File: src/rtl/csr_regfile_ex.sv
// csr_regfile_ex: machine-mode CSR file for the EX stage.
// Executes the six Zicsr ops against in-block CSR state, handles trap entry
// and mret with a one-cycle PC redirect, and runs a 64-bit cycle counter.
// Results are registered and returned through a valid/ready handshake.
module csr_regfile_ex #(
   parameter int              XLEN        = 32,
   parameter logic [XLEN-1:0] MTVEC_RESET = '0,
   parameter logic [XLEN-1:0] HART_ID     = '0
) (
   input  logic            clk,
   input  logic            rstn,
   input  logic            in_valid,
   output logic            in_ready,
   input  logic [31:0]     in_inst,
   input  logic [XLEN-1:0] in_rs1,
   output logic            out_valid,
   input  logic            out_ready,
   output logic [XLEN-1:0] out_rd_data,
   output logic            out_illegal,
   input  logic            trap_valid,
   input  logic [XLEN-1:0] trap_cause,
   input  logic [XLEN-1:0] trap_pc,
   input  logic [XLEN-1:0] trap_val,
   input  logic            mret_valid,
   output logic            redirect_valid,
   output logic [XLEN-1:0] redirect_pc,
   output logic            mstatus_mie
);

   localparam logic [11:0] A_MSTATUS  = 12'h300;
   localparam logic [11:0] A_MTVEC    = 12'h305;
   localparam logic [11:0] A_MSCRATCH = 12'h340;
   localparam logic [11:0] A_MEPC     = 12'h341;
   localparam logic [11:0] A_MCAUSE   = 12'h342;
   localparam logic [11:0] A_MTVAL    = 12'h343;
   localparam logic [11:0] A_MCYCLE   = 12'hB00;
   localparam logic [11:0] A_MCYCLEH  = 12'hB80;
   localparam logic [11:0] A_MHARTID  = 12'hF14;

   // Architectural CSR state
   logic            r_mie;
   logic            r_mpie;
   logic [XLEN-1:0] r_mtvec;
   logic [XLEN-1:0] r_mscratch;
   logic [XLEN-1:0] r_mepc;
   logic [XLEN-1:0] r_mcause;
   logic [XLEN-1:0] r_mtval;
   logic [63:0]     r_mcycle;

   // Result stage and redirect registers
   logic            r_vld_p1;
   logic [XLEN-1:0] r_rd_data_p1;
   logic            r_illegal_p1;
   logic            r_redirect_valid;
   logic [XLEN-1:0] r_redirect_pc;

   // Decode / execute wires
   logic [2:0]      w_funct3;
   logic [4:0]      w_zimm;
   logic [11:0]     w_addr;
   logic [XLEN-1:0] w_src;
   logic [XLEN-1:0] w_old;
   logic [XLEN-1:0] w_new;
   logic            w_mapped;
   logic            w_wr_req;
   logic            w_illegal;
   logic            w_in_ready;
   logic            w_accept;
   logic            w_csr_we;
   logic            w_we_mstatus;
   logic            w_we_mtvec;
   logic            w_we_mscratch;
   logic            w_we_mepc;
   logic            w_we_mcause;
   logic            w_we_mtval;
   logic            w_we_mcycle;
   logic            w_we_mcycleh;
   logic            w_unused_inst;

   // mstatus as seen by software: MIE, MPIE live, MPP hardwired to M-mode.
   function automatic logic [XLEN-1:0] f_mstatus_rd(input logic mie, input logic mpie);
      logic [XLEN-1:0] v;
      v        = '0;
      v[3]     = mie;
      v[7]     = mpie;
      v[12:11] = 2'b11;
      return v;
   endfunction

   // mtvec keeps the mode bit and base; bit 1 is reserved and reads zero.
   function automatic logic [XLEN-1:0] f_mtvec_legal(input logic [XLEN-1:0] v);
      return {v[XLEN-1:2], 1'b0, v[0]};
   endfunction

   // Trap target: direct mode goes to the base, vectored interrupts are
   // offset by four bytes per cause number.
   function automatic logic [XLEN-1:0] f_trap_target(input logic [XLEN-1:0] tvec,
                                                     input logic [XLEN-1:0] cause);
      logic [XLEN-1:0] base;
      base = {tvec[XLEN-1:2], 2'b00};
      if (tvec[0] && cause[XLEN-1]) begin
         return base + {cause[XLEN-3:0], 2'b00};
      end
      return base;
   endfunction

   assign w_funct3      = in_inst[14:12];
   assign w_zimm        = in_inst[19:15];
   assign w_addr        = in_inst[31:20];
   assign w_unused_inst = ^in_inst[11:0];

   // Source operand: GPR for register forms, zero-extended zimm for immediate forms.
   assign w_src = w_funct3[2] ? {{(XLEN-5){1'b0}}, w_zimm} : in_rs1;

   // Set/clear with a zero rs1/zimm field are pure reads.
   assign w_wr_req = (w_funct3[1:0] == 2'b01) || (w_zimm != 5'd0);

   // CSR read mux and address map.
   always_comb begin
      w_mapped = 1'b1;
      w_old    = '0;
      case (w_addr)
         A_MSTATUS:  w_old = f_mstatus_rd(r_mie, r_mpie);
         A_MTVEC:    w_old = r_mtvec;
         A_MSCRATCH: w_old = r_mscratch;
         A_MEPC:     w_old = r_mepc;
         A_MCAUSE:   w_old = r_mcause;
         A_MTVAL:    w_old = r_mtval;
         A_MCYCLE:   w_old = r_mcycle[XLEN-1:0];
         A_MCYCLEH: begin
            if (XLEN == 32) begin
               w_old = XLEN'(r_mcycle[63:32]);
            end else begin
               w_mapped = 1'b0;
            end
         end
         A_MHARTID:  w_old = HART_ID;
         default:    w_mapped = 1'b0;
      endcase
   end

   // Op execution: write, set or clear against the old value.
   always_comb begin
      w_new = w_old;
      case (w_funct3[1:0])
         2'b01:   w_new = w_src;
         2'b10:   w_new = w_old | w_src;
         2'b11:   w_new = w_old & ~w_src;
         default: w_new = w_old;
      endcase
   end

   assign w_illegal = !w_mapped
                    || (w_funct3[1:0] == 2'b00)
                    || (w_wr_req && (w_addr[11:10] == 2'b11));

   // Traps and mret own the cycle; a CSR op is held off until they are gone.
   assign w_in_ready = (!r_vld_p1 || out_ready) && !trap_valid && !mret_valid;
   assign w_accept   = in_valid && w_in_ready;
   assign w_csr_we   = w_accept && !w_illegal && w_wr_req;

   assign w_we_mstatus  = w_csr_we && (w_addr == A_MSTATUS);
   assign w_we_mtvec    = w_csr_we && (w_addr == A_MTVEC);
   assign w_we_mscratch = w_csr_we && (w_addr == A_MSCRATCH);
   assign w_we_mepc     = w_csr_we && (w_addr == A_MEPC);
   assign w_we_mcause   = w_csr_we && (w_addr == A_MCAUSE);
   assign w_we_mtval    = w_csr_we && (w_addr == A_MTVAL);
   assign w_we_mcycle   = w_csr_we && (w_addr == A_MCYCLE);
   assign w_we_mcycleh  = w_csr_we && (w_addr == A_MCYCLEH);

   // Result holding register: loads on accept, drains when downstream takes it.
   always_ff @(posedge clk or negedge rstn) begin
      if (!rstn) begin
         r_vld_p1     <= 1'b0;
         r_rd_data_p1 <= '0;
         r_illegal_p1 <= 1'b0;
      end else if (w_accept) begin
         r_vld_p1     <= 1'b1;
         r_rd_data_p1 <= w_illegal ? '0 : w_old;
         r_illegal_p1 <= w_illegal;
      end else if (out_ready) begin
         r_vld_p1     <= 1'b0;
      end
   end

   // mstatus interrupt-enable stack: trap pushes, mret pops, CSR ops write.
   always_ff @(posedge clk or negedge rstn) begin
      if (!rstn) begin
         r_mie  <= 1'b0;
         r_mpie <= 1'b0;
      end else if (trap_valid) begin
         r_mpie <= r_mie;
         r_mie  <= 1'b0;
      end else if (mret_valid) begin
         r_mie  <= r_mpie;
         r_mpie <= 1'b1;
      end else if (w_we_mstatus) begin
         r_mie  <= w_new[3];
         r_mpie <= w_new[7];
      end
   end

   // Software-only CSRs: mtvec and mscratch.
   always_ff @(posedge clk or negedge rstn) begin
      if (!rstn) begin
         r_mtvec    <= f_mtvec_legal(MTVEC_RESET);
         r_mscratch <= '0;
      end else begin
         if (w_we_mtvec) begin
            r_mtvec <= f_mtvec_legal(w_new);
         end
         if (w_we_mscratch) begin
            r_mscratch <= w_new;
         end
      end
   end

   // Trap record CSRs: loaded by trap entry, otherwise writable by software.
   always_ff @(posedge clk or negedge rstn) begin
      if (!rstn) begin
         r_mepc   <= '0;
         r_mcause <= '0;
         r_mtval  <= '0;
      end else if (trap_valid) begin
         r_mepc   <= {trap_pc[XLEN-1:2], 2'b00};
         r_mcause <= trap_cause;
         r_mtval  <= trap_val;
      end else begin
         if (w_we_mepc) begin
            r_mepc <= {w_new[XLEN-1:2], 2'b00};
         end
         if (w_we_mcause) begin
            r_mcause <= w_new;
         end
         if (w_we_mtval) begin
            r_mtval <= w_new;
         end
      end
   end

   // Free-running cycle counter; a software write replaces a half and skips the tick.
   always_ff @(posedge clk or negedge rstn) begin
      if (!rstn) begin
         r_mcycle <= '0;
      end else if (w_we_mcycle) begin
         r_mcycle[XLEN-1:0] <= w_new;
      end else if (w_we_mcycleh) begin
         r_mcycle[63:32] <= w_new[31:0];
      end else begin
         r_mcycle <= r_mcycle + 64'd1;
      end
   end

   // Redirect: one-cycle pulse after trap or mret; target holds between pulses.
   always_ff @(posedge clk or negedge rstn) begin
      if (!rstn) begin
         r_redirect_valid <= 1'b0;
         r_redirect_pc    <= '0;
      end else begin
         r_redirect_valid <= trap_valid || mret_valid;
         if (trap_valid) begin
            r_redirect_pc <= f_trap_target(r_mtvec, trap_cause);
         end else if (mret_valid) begin
            r_redirect_pc <= r_mepc;
         end
      end
   end

   assign in_ready       = w_in_ready;
   assign out_valid      = r_vld_p1;
   assign out_rd_data    = r_rd_data_p1;
   assign out_illegal    = r_illegal_p1;
   assign redirect_valid = r_redirect_valid;
   assign redirect_pc    = r_redirect_pc;
   assign mstatus_mie    = r_mie;

endmodule

File: config.mk
export PLATFORM = sky130hd
export DESIGN_NAME = csr_regfile_ex
export DESIGN_NICKNAME = d
export VERILOG_FILES = /design/src/rtl/csr_regfile_ex.sv
export SDC_FILE = /design/constraint.sdc
export NUM_CORES = 1
export LEC_CHECK = 0
export ABC_AREA = 1
export BUFFER_PORTS_ARGS = -buffer_cell sky130_fd_sc_hd__buf_4
export CORE_ASPECT_RATIO = 2
export CORE_MARGIN = 10
export CORE_UTILIZATION = 47
export DETAILED_ROUTE_END_ITERATION = 7
export GPL_TIMING_DRIVEN = 0
export PLACE_DENSITY = 0.72
export SLEW_MARGIN = 10
export SYNTH_ARGS = -nofsm -noshare
export SYNTH_HDL_FRONTEND = slang
export SYNTH_SLANG_ARGS = --single-unit
File: constraint.sdc
create_clock -name clk -period 6.3 [get_ports clk]
set_input_delay 0 -clock clk [delete_from_list [all_inputs] [get_ports clk]]
set_output_delay 0 -clock clk [all_outputs]
set_load 0.005 [all_outputs]
==> impl_results.md, run 1 <==
- Status: finished with violations
- Failing checks: negative hold slack
- Synth area leader: dfrtp_1
- Routability Congestion: approximately 1.1
- Skew final: 23.2 ps
- Number of global-route vias before repair: between 20000 and 25000
- R2r worst-path depth: 10
- Postcts setup bufs: 0
- Delay-heaviest family, CP: simple AND/OR/NAND/NOR gates
- Total die area: ~0.052 mm²
- Crit. Startpoint: r_mcycle[0]
- Largest net degree at the start of global routing: 108
- Die height: around 310 µm
- # DRC: 0
- Final ANT Viol Nets: 0
- Count leader, synth: nand2_1
- Max-cap violations: 0
- Syn-to-layout area delta: 23.2%
- Vias per cell: between 5 and 6
- Max stage delay on crit path: ~900 ps
- Commonest register cell after synthesis: dfrtp_1
- Adder-cell share of the synthesized area: 1.96%
- Synth Cell Area: approximately 0.020 mm²
- Die X: roughly 170 µm
- First-pass GRT wire length: ~160000 µm
- Compound-cell area share of the yosys netlist: just over 8%
- HPWL Detailed: between 90000 and 100000 µm
- Mux contribution to synthesized area: 0%
- First-pass DRT Iterations: 6
- #FFs+latches synth: roughly 290
- Simple-gate share of the synthesized area: 41.8%
- Synth async-reset ratio: between 90% and 100%
- RSZ-0062 raised after global routing: no
- Clock-pin slew on the worst setup and hold paths: about 70 ps
- Crit Path Category: flip-flop to flip-flop
- Vias: approximately 24000
- Type of origin of the critical path: flip-flop
- R2R Path End: r_mcycle[38]
- Core footprint: between 0.04 and 0.05 mm²
- FILL cells: between 4000 and 5000
- Gr ovfl total: 0
- Layout cell share with drive strength beyond 1: 10.3%
- EDFF count, synth: 0
- I/O Pins: roughly 240
- Top cells by area, synth: dfrtp_1 36%, nand2_1 22%, nand3_1 9.1%
- WP buf/inv: 2
- Leak: 0.0130 µW
- Worst R2R Start: r_mcycle[0]
- Gr usage total: a little over two fifths
- Later-pin clock latency in the skew report: around 600 ps
- TritonCTS clock tree: built
- Clock sink count: 288
- WL/cell: around 28 µm
- R2R setup slack: around 2500 ps
- Setup TNS: 0 ps
- Critical Path End Type: flip-flop
- CP max stage cell: nor4_1
- Max FO, Critical Path: 8
- Initial antenna violation count: 2
- Min Tclk post-route: roughly 3800 ps
- Rel. slew slack: under 10%
- # rows: between 100 and 150
- Transition time at the pin with the least slew margin: about 1400 ps
- Initial core utilization: a little under half
- Final wirelength: 114000 µm
- Top cells by count, synth: 1194 x nand2_1, 367 x nand3_1, 358 x nor2_1
- Count of cell types in the netlist: 38
- Final #Nets: ~3800
- WP data arrival: 4300 ps
- Post-synthesis cell count: between 3000 and 4000
- Seq/Total Area, Yosys: 35.8%
- # setup viols final: 0
- Pwr Density: 196 mW/mm²
- Fmax: between 200 and 300 MHz
- CTS buffer count: 30
- Yosys Warn Count: 0
- Total power: 4850 µW
- Htree depth: 1
- Initial drt markers: between 2000 and 3000
- Top cell type's share of synthesized area: between 30% and 40%
- Post-Syn Area per Cell: about 6.3 µm²
- XOR/XNOR Fraction of Synth Area: under 10%
- Clock tree root driver cell: clkbuf_16
- Fin crit share: between 60% and 70%
- Port buffer count: about 220
- Final hold vios: 3
- Cell chain of the critical path: ha_1 -> nand2_1 -> nor2_1 -> inv_1 -> nor2_1 -> inv_1 -> nor4_1 -> xor2_1 -> nand2_1 -> nand3_1
- Hold Crit Class: input pin to asynchronous set/reset pin
- Worst EP required: about 6800 ps
- Slew Limit Fails: 0
- Largest family of logic cells by synthesized area: simple AND/OR/NAND/NOR gates
- VDD IR max: 231 µV
- WHS: -20.1 ps
- Clk buf depth: 3
## per-stage QoR
stage | utilization, % | cells | instance area (µm²) | setup slack [ps] | hold slack [ps]
3_5_place_dp | 52.9 | 3967 | 22500 | 2750 | 73.4
3_3_place_gp | 52.8 | 3965 | 22500 | 2430 | 199
5_1_grt | 58.3 | 4139 | 24800 | 2540 | 39.9
2_1_floorplan | - | 3202 | 20200 | 4240 | -296
4_1_cts | 58.3 | 4138 | 24800 | 2740 | 7.48
6_report | 58.3 | 4139 | 24800 | 2490 | -20.1
## registers in the layout, summed over array words and instances, names as in the netlist, 30 cells and up
register and count:
r_mepc 30, r_mscratch 32, r_mtvec 31, redirect_pc 30, r_mcycle 64, r_mtval 32
r_mcause 32, out_rd_data 32
## cell families after synthesis
group | Yosys count
other | 1
XOR/XNOR | 64
AO/OA/AOI/OAI | 303
buffers and inverters | 478
adder cells (fa/ha/maj) | 31
AND/OR/NAND/NOR | 2036
flip-flops | 288
## how the worst max path moves through the flow
stage	endpoint	cells after the start
floorplan	r_mcycle[62]	11
global placement	r_mcycle[26]	1
detailed placement	r_mcycle[38]	10
CTS	r_mcycle[38]	10
global route	r_mcycle[38]	10
finish	r_mcycle[38]	10
## routing by layer
metal  wire [µm]  GRT usage (%)  vias up
li1            -              -    10842
met1       34200           37.9    11025
met2       56200           73.8     1423
met3        8210           8.46      642
met4       15800           49.0        2
met5          19          0.377        -
## layout make-up
| class | instances | area [µm²] | share of cell area, % |
|---|---|---|---|
| multi-input cells | 2436 | 11000 | 44.5 |
| flip-flops and latches | 288 | 7210 | 29.0 |
| repair buffers | 337 | 2870 | 11.6 |
| inverters | 355 | 1330 | 5.37 |
| clock buffers | 38 | 842 | 3.39 |
| well taps | 545 | 682 | 2.75 |
| plain buffers | 123 | 577 | 2.32 |
| clock inverters | 16 | 268 | 1.08 |
| diodes | 1 | 2.50 | 0.0101 |
## report_power, final
group	internal, µW	total, µW	switching [µW]
logic	275	769	494
clock network	1230	2100	871
registers	1930	1980	51.9
## placed cells by master, fill, tap and decap left out, types with 31 or more instances in the layout
| cell | count |
|---|---|
| xor2_1 | 52 |
| clkbuf_16 | 31 |
| nand3_1 | 367 |
| nor3_1 | 44 |
| buf_4 | 226 |
| buf_2 | 46 |
| a21oi_1 | 96 |
| clkbuf_1 | 59 |
| o21ai_0 | 148 |
| nor2_1 | 358 |
| nand4_1 | 33 |
| dlygate4sd3_1 | 117 |
| dfrtp_1 | 288 |
| inv_1 | 339 |
| nand2_1 | 1194 |
| a22o_1 | 31 |
## timing repair
item	CTS	global route
setup endpoints to repair	0	0
hold buffers	117	0
endpoints found under the hold margin	196	0
resized for setup	0	0
Note: power is estimated with default switching activity, not from simulation.
==> inputs of run 2 (changes only) <==
- ABC_AREA: 1 -> 0
- PLACE_DENSITY: 0.72 -> 0.76
- clock period: 6.3 -> 3.3 ns (I/O delays scaled with it)
==> impl_results.md, run 2 <==
- Top cells by count, synth: 288 x dfrtp_1, 273 x nand2_1, 203 x o21ai_0
- Transition time at the pin with the least slew margin: 1140 ps (-293 ps)
- # DRC: 0 (unchanged)
- Core footprint: 0.0370 mm² (-13%)
- #FFs+latches synth: 288 (unchanged)
- Hold Crit Class: input pin to asynchronous set/reset pin
- TritonCTS clock tree: built
- FILL cells: 3276 (-24%)
- Number of flip-flops in the largest register: 64 (unchanged)
- Synth async-reset ratio: 100% (unchanged)
- Placed Cells: 2639 (-33%)
- Top cell type's share of synthesized area: 41.2% (+5.4 points)
- Post-synthesis cell count: 1962 (-39%)
- Count of cell types in the netlist: 78 (+110%)
- Synth area leader: dfrtp_1
- Vias per cell: 6.40 (+11%)
- WL/cell: 29.3 µm (+6.0%)
- Largest net degree at the start of global routing: 112 (+3.7%)
- Post-Syn Area per Cell: 8.93 µm² (+42%)
- Type of origin of the critical path: flip-flop
- Syn-to-layout area delta: 25.7%
- Routability Congestion: 1.03 (-6.5%)
- Leading cell types in the layout, fill and taps excluded: 288 x dfrtp_1, 272 x nand2_1, 228 x buf_4
- Fmax: 309 MHz (+18%)
- Fin crit share: 98.2% (+38 points)
- Worst slack, placed: -810 ps (-3560 ps)
- Vias: 17912 (-25%)
- Clock tree root driver cell: clkbuf_16
- Final cell count without fillers: 2797 (-32%)
- Setup ws final: 60.3 ps (-2430 ps)
- CTS buffer count: 28 (-6.7%)
- I/O Pins: 235 (unchanged)
- Final wirelength: 82000 µm (-28%)
- Layout cell share with drive strength beyond 1: 16.6% (+6.3 points)
- Commonest non-fill, non-tap cell in the layout: dfrtp_1
- Crit Path Category: flip-flop to flip-flop
- Gr usage total: 35.0% (-7.5 points)
- Critical Path End Type: flip-flop
- Later-pin clock latency in the skew report: 590 ps (about the same)
- Htree depth: 1 (unchanged)
- Clk buf depth: 3 (unchanged)
- Die height: 293 µm (-6.3%)
- Final ANT Viol Nets: 0 (unchanged)
- Rel. slew slack: 23.9% (+20 points)
- Top cells by area, synth: dfrtp_1 41%, mux2i_1 10%, nand2_1 5.9%
- EDFF count, synth: 0 (unchanged)
- Initial core utilization: 47.3% (about the same)
- Min Tclk post-route: 3240 ps (-567 ps)
- Clock-pin slew on the worst setup and hold paths: 70 ps (about the same)
- Max FO, Critical Path: 8 (unchanged)
- Final hold vios: 0 (-3)
- Leak: 0.00983 µW (-24%)
- First-pass GRT wire length: 119000 µm (-27%)
- Cell chain of the critical path: ha_1 -> and3_1 -> clkbuf_1 -> nand3_1 -> nor4_4 -> nand2_2 -> nor4_4 -> and3_1 -> nor3_1 -> a21oi_1 -> o21a_1
- Number of global-route vias before repair: 18816 (-24%)
- DP Area: 0.0198 mm² (-12%)
- Slew Limit Fails: 0 (unchanged)
- Synth Cell Area: 0.0175 mm² (-13%)
- Initial drt markers: 1696 (-35%)
- Seq/Total Area, Yosys: 41.2% (+5.4 points)
- WP data arrival: 3760 ps (-540 ps)
- Final Instance Area: 0.0220 mm² (-11%)
- Die X: 156 µm (-6.0%)
- Gr ovfl total: 0 (unchanged)
- Skew final: 21.6 ps (-1.66 ps)
- HPWL Detailed: 64500 µm (-29%)
- CP max stage cell: nor4_4
- Delay-heaviest family, CP: simple AND/OR/NAND/NOR gates
- RSZ-0062 raised after global routing: yes
- # rows: 100 (-6.5%)
- Status: finished clean
- Commonest register cell after synthesis: dfrtp_1
- Final #Nets: 2512 (-33%)
- Port buffer count: 214 (-1.8%)
- First-pass DRT Iterations: 5 (-1)
- Total die area: 0.0459 mm² (-12%)
- Worst EP required: 3820 ps (-2970 ps)
- Count leader, synth: dfrtp_1
- WP buf/inv: 1 (-1)
- Yosys Warn Count: 0 (unchanged)
- Total power: 8940 µW (+84%)
- Top reg by flops: r_mcycle
- Setup TNS: 0 ps (unchanged)
- Pwr Density: 406 mW/mm² (+110%)
- Max-cap violations: 0 (unchanged)
- # setup viols final: 0 (unchanged)
- Max stage delay on crit path: 590 ps (-320 ps)
- Clock sink count: 288 (unchanged)
- Initial antenna violation count: 1 (-1)
- VDD IR max: 370 µV (+60%)
## run 2: final timing paths
check | startpoint | end | slack (ps) | depth (start not counted)
max | r_mcycle[0] | r_mcycle[54] | 60 | 11
min | rstn | redirect_pc[4] | 5 | 2
max reg2reg | r_mcycle[0] | r_mcycle[54] | 60 | 11
min reg2reg | r_mscratch[12] | r_mscratch[12] | 490 | 2
max in group asynchronous | rstn | r_mtvec[19] | 1720 | 4
min in group clk | in_inst[24] | out_illegal | 10 | 6
## run 2: layout make-up
type                            count  area, µm²  share of cell area, %
Buffer                            136        584                   2.65
Tap cell                          459        574                   2.61
Sequential cell                   288       7210                   32.7
Inverter                           19       71.3                  0.324
Clock inverter                     11        236                   1.07
Antenna cell                        1       2.50                 0.0114
Clock buffer                       41        811                   3.68
Multi-Input combinational cell   1520       9810                   44.5
Timing Repair Buffer              322       2730                   12.4
## run 2: power by group
part / switching [µW] / internal (µW) / total (µW)
logic: 744 / 527 / 1270
clock network: 1540 / 2250 / 3790
registers: 169 / 3700 / 3870
total: 2460 / 6480 / 8940
## run 2: cells by family (layout without fill, tap and decap cells)
kind of cell | after synthesis | in the layout | share of synthesized area (%)
buf+inv | 155 | 529 | 3.74
flops | 288 | 288 | 41.2
mux | 217 | 217 | 12.7
other cells | 1 | 3 | 0.0214
compound gates | 561 | 561 | 19.6
xor+xnor | 59 | 59 | 2.95
simple gates | 650 | 650 | 17.6
fa+ha+maj | 31 | 31 | 2.26
## run 2: through the flow
stage          util (%)  hold slack (ps)
4_1_cts            59.1            0.754
5_1_grt            59.5             28.3
2_1_floorplan         -             -296
6_report           59.5             4.53
3_3_place_gp       53.2              213
3_5_place_dp       53.4             45.7
## run 2: repair_timing
item / 4_1_cts / 5_1_grt
setup buffers: 1 / 4
endpoints found under the setup margin: 23 / 22
pin swaps: 1 / 5
hold buffers: 100 / 0
gates resized for setup: 12 / 15
endpoints found under the hold margin: 184 / 0
## run 2: per-layer routing
metal | part of all wire (%) | GRT usage, % | vias up
li1 | - | - | 7754
met5 | 0 | 0 | -
met1 | 32 | 34.3 | 8701
met2 | 51 | 61.5 | 1059
met4 | 11 | 33.2 | 0
met3 | 6.2 | 4.57 | 398
